--- config.mk ---
export PLATFORM = sky130hd
export DESIGN_NAME = play_sequencer_flat
export DESIGN_NICKNAME = d
export VERILOG_FILES = /design/src/rtl/play_sequencer_if.sv /design/src/rtl/play_sequencer.sv /design/src/flat_wrapper.sv
export SDC_FILE = /design/constraint.sdc
export NUM_CORES = 1
export LEC_CHECK = 0
export ABC_AREA = 1
export BUFFER_PORTS_ARGS = -buffer_cell sky130_fd_sc_hd__buf_4
export CORE_AREA = 2 2 250 252
export DETAILED_ROUTE_END_ITERATION = 8
export DIE_AREA = 0 0 252 254
export PLACE_DENSITY = 0.39
export SLEW_MARGIN = 5
export SYNTH_ARGS = -nofsm -noshare
export SYNTH_HDL_FRONTEND = slang
export SYNTH_SLANG_ARGS = --single-unit
--- constraint.sdc ---
create_clock -name clk100mhz -period 3.45 [get_ports clk100mhz]
set_input_delay 0.345 -clock clk100mhz [delete_from_list [all_inputs] [get_ports clk100mhz]]
set_output_delay 0.345 -clock clk100mhz [all_outputs]
set_load 0.03 [all_outputs]
--- src/rtl/play_sequencer_if.sv ---
// Bundle between the melody playback controller and its environment:
// commands, tempo and song buffer in; note/octave/tone control out.
interface play_sequencer_if #(
  parameter int BUS_W = 301
);
  logic             tick;
  logic             play_pause;
  logic             stop;
  logic             loop_en;
  logic             edit_busy;
  logic [7:0]       song_len;
  logic [BUS_W-1:0] rhyme;
  logic [BUS_W-1:0] md;
  logic [3:0]       note;
  logic [3:0]       octave;
  logic [7:0]       play_pos;
  logic             tone_en;
  logic             playing;
  logic             done;

  modport master (
    output tick, play_pause, stop, loop_en, edit_busy, song_len, rhyme, md,
    input  note, octave, play_pos, tone_en, playing, done
  );

  modport slave (
    input  tick, play_pause, stop, loop_en, edit_busy, song_len, rhyme, md,
    output note, octave, play_pos, tone_en, playing, done
  );
endinterface

--- src/rtl/play_sequencer.sv ---
// Melody playback controller: steps through the note buffer on tempo ticks,
// with play/pause/stop, looping, editor lockout and a per-note articulation gap.
module play_sequencer #(
  parameter int NOTE_TICKS = 1,
  parameter int GAP_CYCLES = 500000,
  parameter int MAX_POS    = 75
) (
  input  logic            clk100mhz,
  input  logic            clr,
  play_sequencer_if.slave bus
);

  localparam int            GW        = (GAP_CYCLES > 0) ? $clog2(GAP_CYCLES + 1) : 1;
  localparam logic [GW-1:0] GAP_MAX   = GW'(GAP_CYCLES);
  localparam logic [3:0]    TICK_LAST = 4'(NOTE_TICKS - 1);
  localparam logic [7:0]    POS_CAP   = 8'(MAX_POS);

  typedef enum logic [1:0] {IDLE, PLAY, PAUSE} state_t;

  state_t        state, state_n;
  logic [7:0]    pos, pos_n, len;
  logic [3:0]    tcnt, tcnt_n;
  logic [GW-1:0] gap, gap_n;
  logic [3:0]    note_n, oct_n;
  logic [8:0]    nib_idx;
  logic          restart, end_song, done_n, tone_n;

  assign len          = (bus.song_len < POS_CAP) ? bus.song_len : POS_CAP;
  assign bus.play_pos = pos;

  always_comb begin
    state_n  = state;
    pos_n    = pos;
    tcnt_n   = tcnt;
    gap_n    = gap;
    restart  = 1'b0;
    end_song = 1'b0;
    done_n   = 1'b0;

    case (state)
      IDLE: begin
        if (!bus.stop && !bus.edit_busy && bus.play_pause && len != 8'd0) begin
          state_n = PLAY;
          pos_n   = '0;
          tcnt_n  = '0;
          restart = 1'b1;
        end
      end
      PLAY: begin
        if (bus.stop) begin
          state_n = IDLE;
          pos_n   = '0;
          tcnt_n  = '0;
          gap_n   = '0;
        end else if (bus.edit_busy || bus.play_pause) begin
          state_n = PAUSE;
        end else begin
          if (gap != GAP_MAX) gap_n = gap + GW'(1);
          if (bus.tick) begin
            if (tcnt == TICK_LAST) begin
              tcnt_n = '0;
              if ({1'b0, pos} + 9'd1 < {1'b0, len}) begin
                pos_n   = pos + 8'd1;
                restart = 1'b1;
              end else begin
                end_song = 1'b1;
              end
            end else begin
              tcnt_n = tcnt + 4'd1;
            end
          end
        end
      end
      PAUSE: begin
        if (bus.stop) begin
          state_n = IDLE;
          pos_n   = '0;
          tcnt_n  = '0;
          gap_n   = '0;
        end else if (!bus.edit_busy && bus.play_pause) begin
          // Song may have been shortened while paused past the current spot.
          if (pos >= len) end_song = 1'b1;
          else            state_n  = PLAY;
        end
      end
      default: state_n = IDLE;
    endcase

    if (end_song) begin
      pos_n  = '0;
      tcnt_n = '0;
      gap_n  = '0;
      if (bus.loop_en) begin
        state_n = PLAY;
        restart = 1'b1;
      end else begin
        state_n = IDLE;
        done_n  = 1'b1;
      end
    end
    if (restart) gap_n = '0;
  end

  // Note/octave follow the next position so they change with play_pos.
  always_comb begin
    note_n  = '0;
    oct_n   = '0;
    nib_idx = {pos_n[6:0], 2'b00};
    if (pos_n < POS_CAP) begin
      note_n = bus.rhyme[nib_idx +: 4];
      oct_n  = bus.md[nib_idx +: 4];
    end
    tone_n = (state_n == PLAY) && (note_n != 4'd0) && !restart && (gap == GAP_MAX);
  end

  always_ff @(posedge clk100mhz) begin
    if (clr) begin
      state       <= IDLE;
      pos         <= '0;
      tcnt        <= '0;
      gap         <= '0;
      bus.note    <= '0;
      bus.octave  <= '0;
      bus.tone_en <= 1'b0;
      bus.playing <= 1'b0;
      bus.done    <= 1'b0;
    end else begin
      state       <= state_n;
      pos         <= pos_n;
      tcnt        <= tcnt_n;
      gap         <= gap_n;
      bus.note    <= note_n;
      bus.octave  <= oct_n;
      bus.tone_en <= tone_n;
      bus.playing <= (state_n == PLAY);
      bus.done    <= done_n;
    end
  end

endmodule

--- src/flat_wrapper.sv ---
// flat-port wrapper written by rule: the top's interface ports become plain ports
module play_sequencer_flat 
#(
  parameter int NOTE_TICKS = 1,
  parameter int GAP_CYCLES = 500000,
  parameter int MAX_POS    = 75
)
  (clk100mhz, clr, bus_tick, bus_play_pause, bus_stop, bus_loop_en, bus_edit_busy, bus_song_len, bus_rhyme, bus_md, bus_note, bus_octave, bus_play_pos, bus_tone_en, bus_playing, bus_done);
  play_sequencer_if bus_i ();
  input  logic clk100mhz;
  input  logic clr;
  input wire logic [$bits(bus_i.tick)-1:0] bus_tick;
  input wire logic [$bits(bus_i.play_pause)-1:0] bus_play_pause;
  input wire logic [$bits(bus_i.stop)-1:0] bus_stop;
  input wire logic [$bits(bus_i.loop_en)-1:0] bus_loop_en;
  input wire logic [$bits(bus_i.edit_busy)-1:0] bus_edit_busy;
  input wire logic [$bits(bus_i.song_len)-1:0] bus_song_len;
  input wire logic [$bits(bus_i.rhyme)-1:0] bus_rhyme;
  input wire logic [$bits(bus_i.md)-1:0] bus_md;
  output wire logic [$bits(bus_i.note)-1:0] bus_note;
  output wire logic [$bits(bus_i.octave)-1:0] bus_octave;
  output wire logic [$bits(bus_i.play_pos)-1:0] bus_play_pos;
  output wire logic [$bits(bus_i.tone_en)-1:0] bus_tone_en;
  output wire logic [$bits(bus_i.playing)-1:0] bus_playing;
  output wire logic [$bits(bus_i.done)-1:0] bus_done;
  assign bus_i.tick = bus_tick;
  assign bus_i.play_pause = bus_play_pause;
  assign bus_i.stop = bus_stop;
  assign bus_i.loop_en = bus_loop_en;
  assign bus_i.edit_busy = bus_edit_busy;
  assign bus_i.song_len = bus_song_len;
  assign bus_i.rhyme = bus_rhyme;
  assign bus_i.md = bus_md;
  assign bus_note = bus_i.note;
  assign bus_octave = bus_i.octave;
  assign bus_play_pos = bus_i.play_pos;
  assign bus_tone_en = bus_i.tone_en;
  assign bus_playing = bus_i.playing;
  assign bus_done = bus_i.done;
  play_sequencer #(.NOTE_TICKS(NOTE_TICKS), .GAP_CYCLES(GAP_CYCLES), .MAX_POS(MAX_POS)) u_core (.clk100mhz(clk100mhz), .clr(clr), .bus(bus_i));
endmodule
== Word-level counts from Yosys, hierarchy flattened ==
Cells that the tools add are included.
Word-level totals
  flip-flop bits (word level): 44
  logic and storage cells: 105
  input port bits: 617
Operators by class
  add/sub/neg operators: 4
  muxes and demuxes: 51
  shifts and indexed selects: 2
  bitwise operators: 2
  eq/ne operators: 10
  reductions and logical operators: 23
  $lt $le $gt $ge: 4
Operator list (count)
  indexed part select 301 x 10 -> 4 bit: 2
  two-way mux 19 bit: 4
  two-way mux 8 bit: 9
  case mux 19 bit (2 select lines): 1
  two-way mux 4 bit: 7
  case mux 8 bit (3 select lines): 1
  adder 19 x 1 -> 19 bit (second input constant): 1
  equality test 19 bit (second input constant): 1
  inequality test 19 bit (second input constant): 1
  two-way mux 1 bit: 18
  less-than comparator 8 x 7 -> 1 bit (second input constant): 2
  two-way mux 2 bit: 7
  case mux 4 bit (3 select lines): 1
  adder 8 x 1 -> 9 bit (second input constant): 1
  less-than comparator 9 x 8 -> 1 bit: 1
  adder 8 x 1 -> 8 bit (second input constant): 1
  >= comparator 8 bit: 1
  nonzero test 8 bit: 1
  logical AND 1 bit: 7
  inequality test 3 bit (second input constant): 2
  case mux 2 bit (3 select lines): 1
  OR reduction 2 bit: 3
  AND reduction 5 bit: 1
  adder 4 x 1 -> 4 bit (second input constant): 1
  16 further kinds: 21

== Longest topological paths before layout ==
  depth in word-level cells: 16
  mapped depth: 35

== Least setup slack after synthesis ==
OpenSTA, ideal clock, no wires.
  path type: register -> register
  start point: register u_core.pos[1], in the netlist u_core.bus.play_pos[1]
  end point: register u_core.bus.tone_en
  path buffers: 3
  path slack: -0.368 ns
  stages on the path, launching flop included: 31
  arrival time: 3.706 ns
  cells stage by stage: dfxtp_1 ha_1 nand2_2 nor2_4 nand3_1 xor2_1 inv_1 ha_1 a21oi_1 nor2_1 nor3b_1 nand2_1 nor2_4 nand2_2 nand2_1 nand2_1 nand3_2 nand2_4 buf_6 buf_6 buf_4 o211ai_1 nand3_1 nand3_1 nand3_1 nand3_1 nand2_1 nand2_1 a21oi_1 nor2_1 nor2_1
On the way
  cells in the longest elaborated chain, start to end: 15
  elaborated cells between the ends (all ways): 44
RTL lines
  from (decl): line play_sequencer.sv:21  | logic [7:0] pos, pos_n, len;
  from (signal assigned): line play_sequencer.sv:129  | pos <= pos_n;
  adder 8 x 1 -> 9 bit: line play_sequencer.sv:62  | if ({1'b0, pos} + 9'd1 < {1'b0, len}) begin
  less-than comparator 9 x 8 -> 1 bit: line play_sequencer.sv:62
  two-way mux 8 bit / two-way mux 1 bit (equally long branches): line play_sequencer.sv:62
  two-way mux 8 bit / two-way mux 1 bit (equally long branches): line play_sequencer.sv:60  | if (tcnt == TICK_LAST) begin
  two-way mux 8 bit / two-way mux 1 bit (equally long branches): line play_sequencer.sv:59  | if (bus.tick) begin
  two-way mux 8 bit / two-way mux 1 bit (equally long branches): line play_sequencer.sv:55  | end else if (bus.edit_busy || bus.play_pause) begin
  two-way mux 8 bit / two-way mux 1 bit (equally long branches): line play_sequencer.sv:50  | if (bus.stop) begin
  case mux 8 bit (3 select lines) / case mux 1 bit (2 select lines) (equally long branches): line play_sequencer.sv:40  | case (state)
  two-way mux 8 bit: line play_sequencer.sv:89  | if (end_song) begin
  indexed part select 301 x 10 -> 4 bit / less-than comparator 8 x 7 -> 1 bit (equally long branches): line play_sequencer.sv:110, play_sequencer.sv:109
  two-way mux 4 bit: line play_sequencer.sv:109  | if (pos_n < POS_CAP) begin
  nonzero test 4 bit: line play_sequencer.sv:113  | tone_n = (state_n == PLAY) && (note_n != 4'd0) && !restart && (gap == GAP_MAX);
  logical AND 1 bit: line play_sequencer.sv:113
  logical AND 1 bit * (2 in a row): line play_sequencer.sv:113
  to (signal assigned): line play_sequencer.sv:134  | bus.tone_en <= tone_n;
  to (decl): line play_sequencer_if.sv:28  | output note, octave, play_pos, tone_en, playing, done
Every way passes the cells marked *; elsewhere a longest branch is shown, timed or not.
A chain may end at the register's enable or synchronous reset.

== Worst setup path after layout ==
Same ends and word-level chain as after synthesis.

==> flow_summary.json <==
{
  "p_int_mw": 1.776,
  "crit_family": "simple AND/OR/NAND/NOR gates",
  "power.leakage_nw": 8.861,
  "grt_first_pass_wirelength_mm": 102.4,
  "cts_sinks": 44,
  "root_buffer": "clkbuf_16",
  "power_frac_comb_pct": 61.1,
  "drive_gt1_share_pct": 42.86,
  "maxCapViolCount": 0,
  "dp_hpwl_mm": 60.10,
  "post-place-cells": 3243,
  "outcome": "finished with violations",
  "cp-start-kind": "register",
  "synth_top_cell_area_share_pct": 17.58,
  "antenna_found_initial": 11,
  "clkPwrFrac_pct": 20.2,
  "grt_usage_pct": 21.47,
  "switching_share_pct": 38.30,
  "routed_wl_mm": 74.99,
  "layout_commonest_cell": "buf_4",
  "hold_viol": 0,
  "syn_area_mm2": 0.009169,
  "setup_viol": 16,
  "instances_no_fill": 3318,
  "via_per_inst": 4.656,
  "yosys_register_bits": 44,
  "reg2reg_slack_ns": -0.63,
  "grt_pass1_vias": 15720,
  "area_growth_pct": 96.72,
  "fin_total_pwr_mw": 2.879,
  "synth.avg_cell_area_um2": 5.269,
  "final_cell_mix": "buf_4, nand2_1, nand3_1, nor2_1, inv_1",
  "detail-route-antenna-nets": 0,
  "ir_drop_mv": 0.1615,
  "cts_tree": "yes",
  "drt_iter0_drc": 949,
  "io_buffers": 635,
  "p_per_area_mw_per_mm2": 159.6,
  "fmax_mhz": 245.3,
  "synthDistinctLibCells": 43,
  "drcViolationCount": 0,
  "post-route-util_pct": 29.45,
  "rsz0062_at_grt": "yes",
  "async_reset_ff_share_pct": 0,
  "synth_area_leader_cell": "nand3_1",
  "synth-edff-count": 0,
  "nets": 3161,
  "io_pins": 636,
  "worstPathRequired_ns": 3.64,
  "skew_ns": 0.01608,
  "drt_pass1_iterations": 7,
  "place_ws_ns": -1.071,
  "violations": "setup timing",
  "numCtsBuffers": 5,
  "gp_congestion": 0.9919,
  "die_area_mm2": 0.06401,
  "worst_path_max_delay_cell": "dfxtp_4",
  "hp-class": "in -> reg",
  "worstSkewPairLatency_ns": 0.31,
  "grt_max_degree": 44,
  "post-route-period-util_pct": 118.2,
  "yosysWarnings": 0,
  "synthTopCellsByArea": "nand3_1, nand2_1, nor2_1, dfxtp_1, o21ai_0",
  "dr_total_vias": 15450,
  "design.core.area_mm2": 0.06126,
  "path_class": "reg -> reg",
  "num_rows": 91,
  "worst_ep_arrival_time_ns": 4.27,
  "synthCells": 1740,
  "worstPathMaxFanout": 8,
  "drv_slew": 0,
  "initial_core_util_pct": 14.97,
  "slowest_delay_ns": 0.37,
  "fin_ws_ns": -0.6267,
  "cp-end-kind": "register",
  "cp_num_buf_inv": 5,
  "clk_path_buf_depth": 2,
  "worstMarginPinSlew_ns": 0.5626,
  "synth_seq_area_share_pct": 9.607,
  "p_switching_mw": 1.103,
  "cts_max_level": 2,
  "die_y_um": 254,
  "max-slew-margin-rel_pct": 62.15,
  "path_clk_slew_ns": 0.08,
  "ys.flop_type": "dfxtp_1",
  "fin_crit_ns": 4.077,
  "post_drt_wl_per_cell_um": 22.60,
  "grt_overflow_total": 0,
  "p_seq_share_pct": 18.7,
  "die_x_um": 252
}
[sequential cells by signal, indices dropped and copies added, names as in the netlist]
name,flops
u_core.bus.done,1
u_core.bus.note,4
u_core.gap,19
u_core.bus.tone_en,1
u_core.bus.octave,4
u_core.state,2
u_core.bus.playing,1
u_core.tcnt,4
u_core.bus.play_pos,8
[logic make-up (layout without fill, tap and decap cells)]
group / count (synthesis) / count (layout) / synth area share [%]
other cells: 1 / 8 / 0.04090
simple gates: 1045 / 1047 / 49.90
fa+ha+maj: 23 / 23 / 3.139
compound gates: 357 / 357 / 22.39
xor+xnor: 13 / 13 / 1.242
buf+inv: 257 / 1036 / 13.67
flops: 44 / 44 / 9.607
[worst register-to-register path, delay by kind of cell, from the launching register on]
kind                       cells  cell delay, ns
and+or+nand+nor               19            2.11
buffers and inverters          5            0.75
DFF                            1            0.37
AOI/OAI and AO/OA              3            0.27
adders and majority gates      1            0.26
xor gates and xnor gates       1            0.20
[path summary, 6_finish.rpt]
path                                              from            endpoint  cells after the start
worst max-delay path            u_core.bus.play_pos[1]  u_core.bus.tone_en                     29
worst min-delay path                       bus_loop_en     u_core.bus.done                      2
worst max register to register  u_core.bus.play_pos[1]  u_core.bus.tone_en                     29
worst min register to register           u_core.gap[0]       u_core.gap[0]                      2
[final cells by class]
type | count | area, µm²
repair inverters | 1 | 11.26
multi-input cells | 1442 | 7682
clock inverters | 1 | 8.758
clock buffers | 7 | 163.9
diodes | 6 | 15.01
flip-flops and latches | 44 | 894.6
fillers | 6933 | 43220
inverters | 124 | 506.7
well taps | 790 | 988.4
repair buffers | 903 | 7766
[metal layers]
| layer | track usage [%] | vias up | wire length [µm] |
|---|---|---|---|
| met1 | 25.75 | 7254 | 31050 |
| met2 | 39.05 | 643 | 36930 |
| li1 | - | 7467 | - |
| met4 | 5.004 | 8 | 1752 |
| met5 | 0 | - | 58 |
| met3 | 4.322 | 77 | 5201 |
[cells in the mapped netlist (14+ instances only)]
| cell | count |
|---|---|
| o211ai_1 | 58 |
| o21ai_1 | 43 |
| buf_4 | 23 |
| nand3b_1 | 28 |
| nand2_1 | 398 |
| o21ai_0 | 118 |
| ha_1 | 23 |
| nor3_1 | 14 |
| nor2_1 | 246 |
| nand3_1 | 322 |
| inv_1 | 113 |
| clkbuf_1 | 19 |
| buf_6 | 16 |
| dfxtp_1 | 44 |
| buf_2 | 66 |
| a21oi_1 | 98 |
[power by group through the flow]
stage | clock [mW] | combinational [mW] | sequential, mW
finish | 0.580 | 1.76 | 0.539
global route | 0.623 | 1.90 | 0.541
CTS | 0.607 | 1.68 | 0.542
detailed placement | 0 | 1.59 | 0.554
global placement | 0 | 1.59 | 0.554
floorplan | 0 | 0.629 | 0.557
[stage by stage]
| stage | hold WS [ns] | cell area [µm²] | setup TNS, ns |
|---|---|---|---|
| after global routing | 0.2084 | 18030 | -10.92 |
| after detailed placement | 0.4819 | 16180 | -10.46 |
| after CTS | 0.2058 | 16950 | -5.340 |
| final | 0.2170 | 18040 | -5.533 |
| after floorplan | 0.4243 | 9274 | -0.05353 |
| after global placement | 0.4704 | 16180 | -11.33 |
[repair_timing]
| item | 4_1_cts | 5_1_grt |
|---|---|---|
| cloned | 7 | 13 |
| setup endpoints to repair | 27 | 37 |
| setup buffers | 12 | 30 |
| hold buffers | 0 | 0 |
| pin swaps | 24 | 84 |
| resized for setup | 73 | 142 |
No activity file was read; power rests on OpenSTA's default activity.
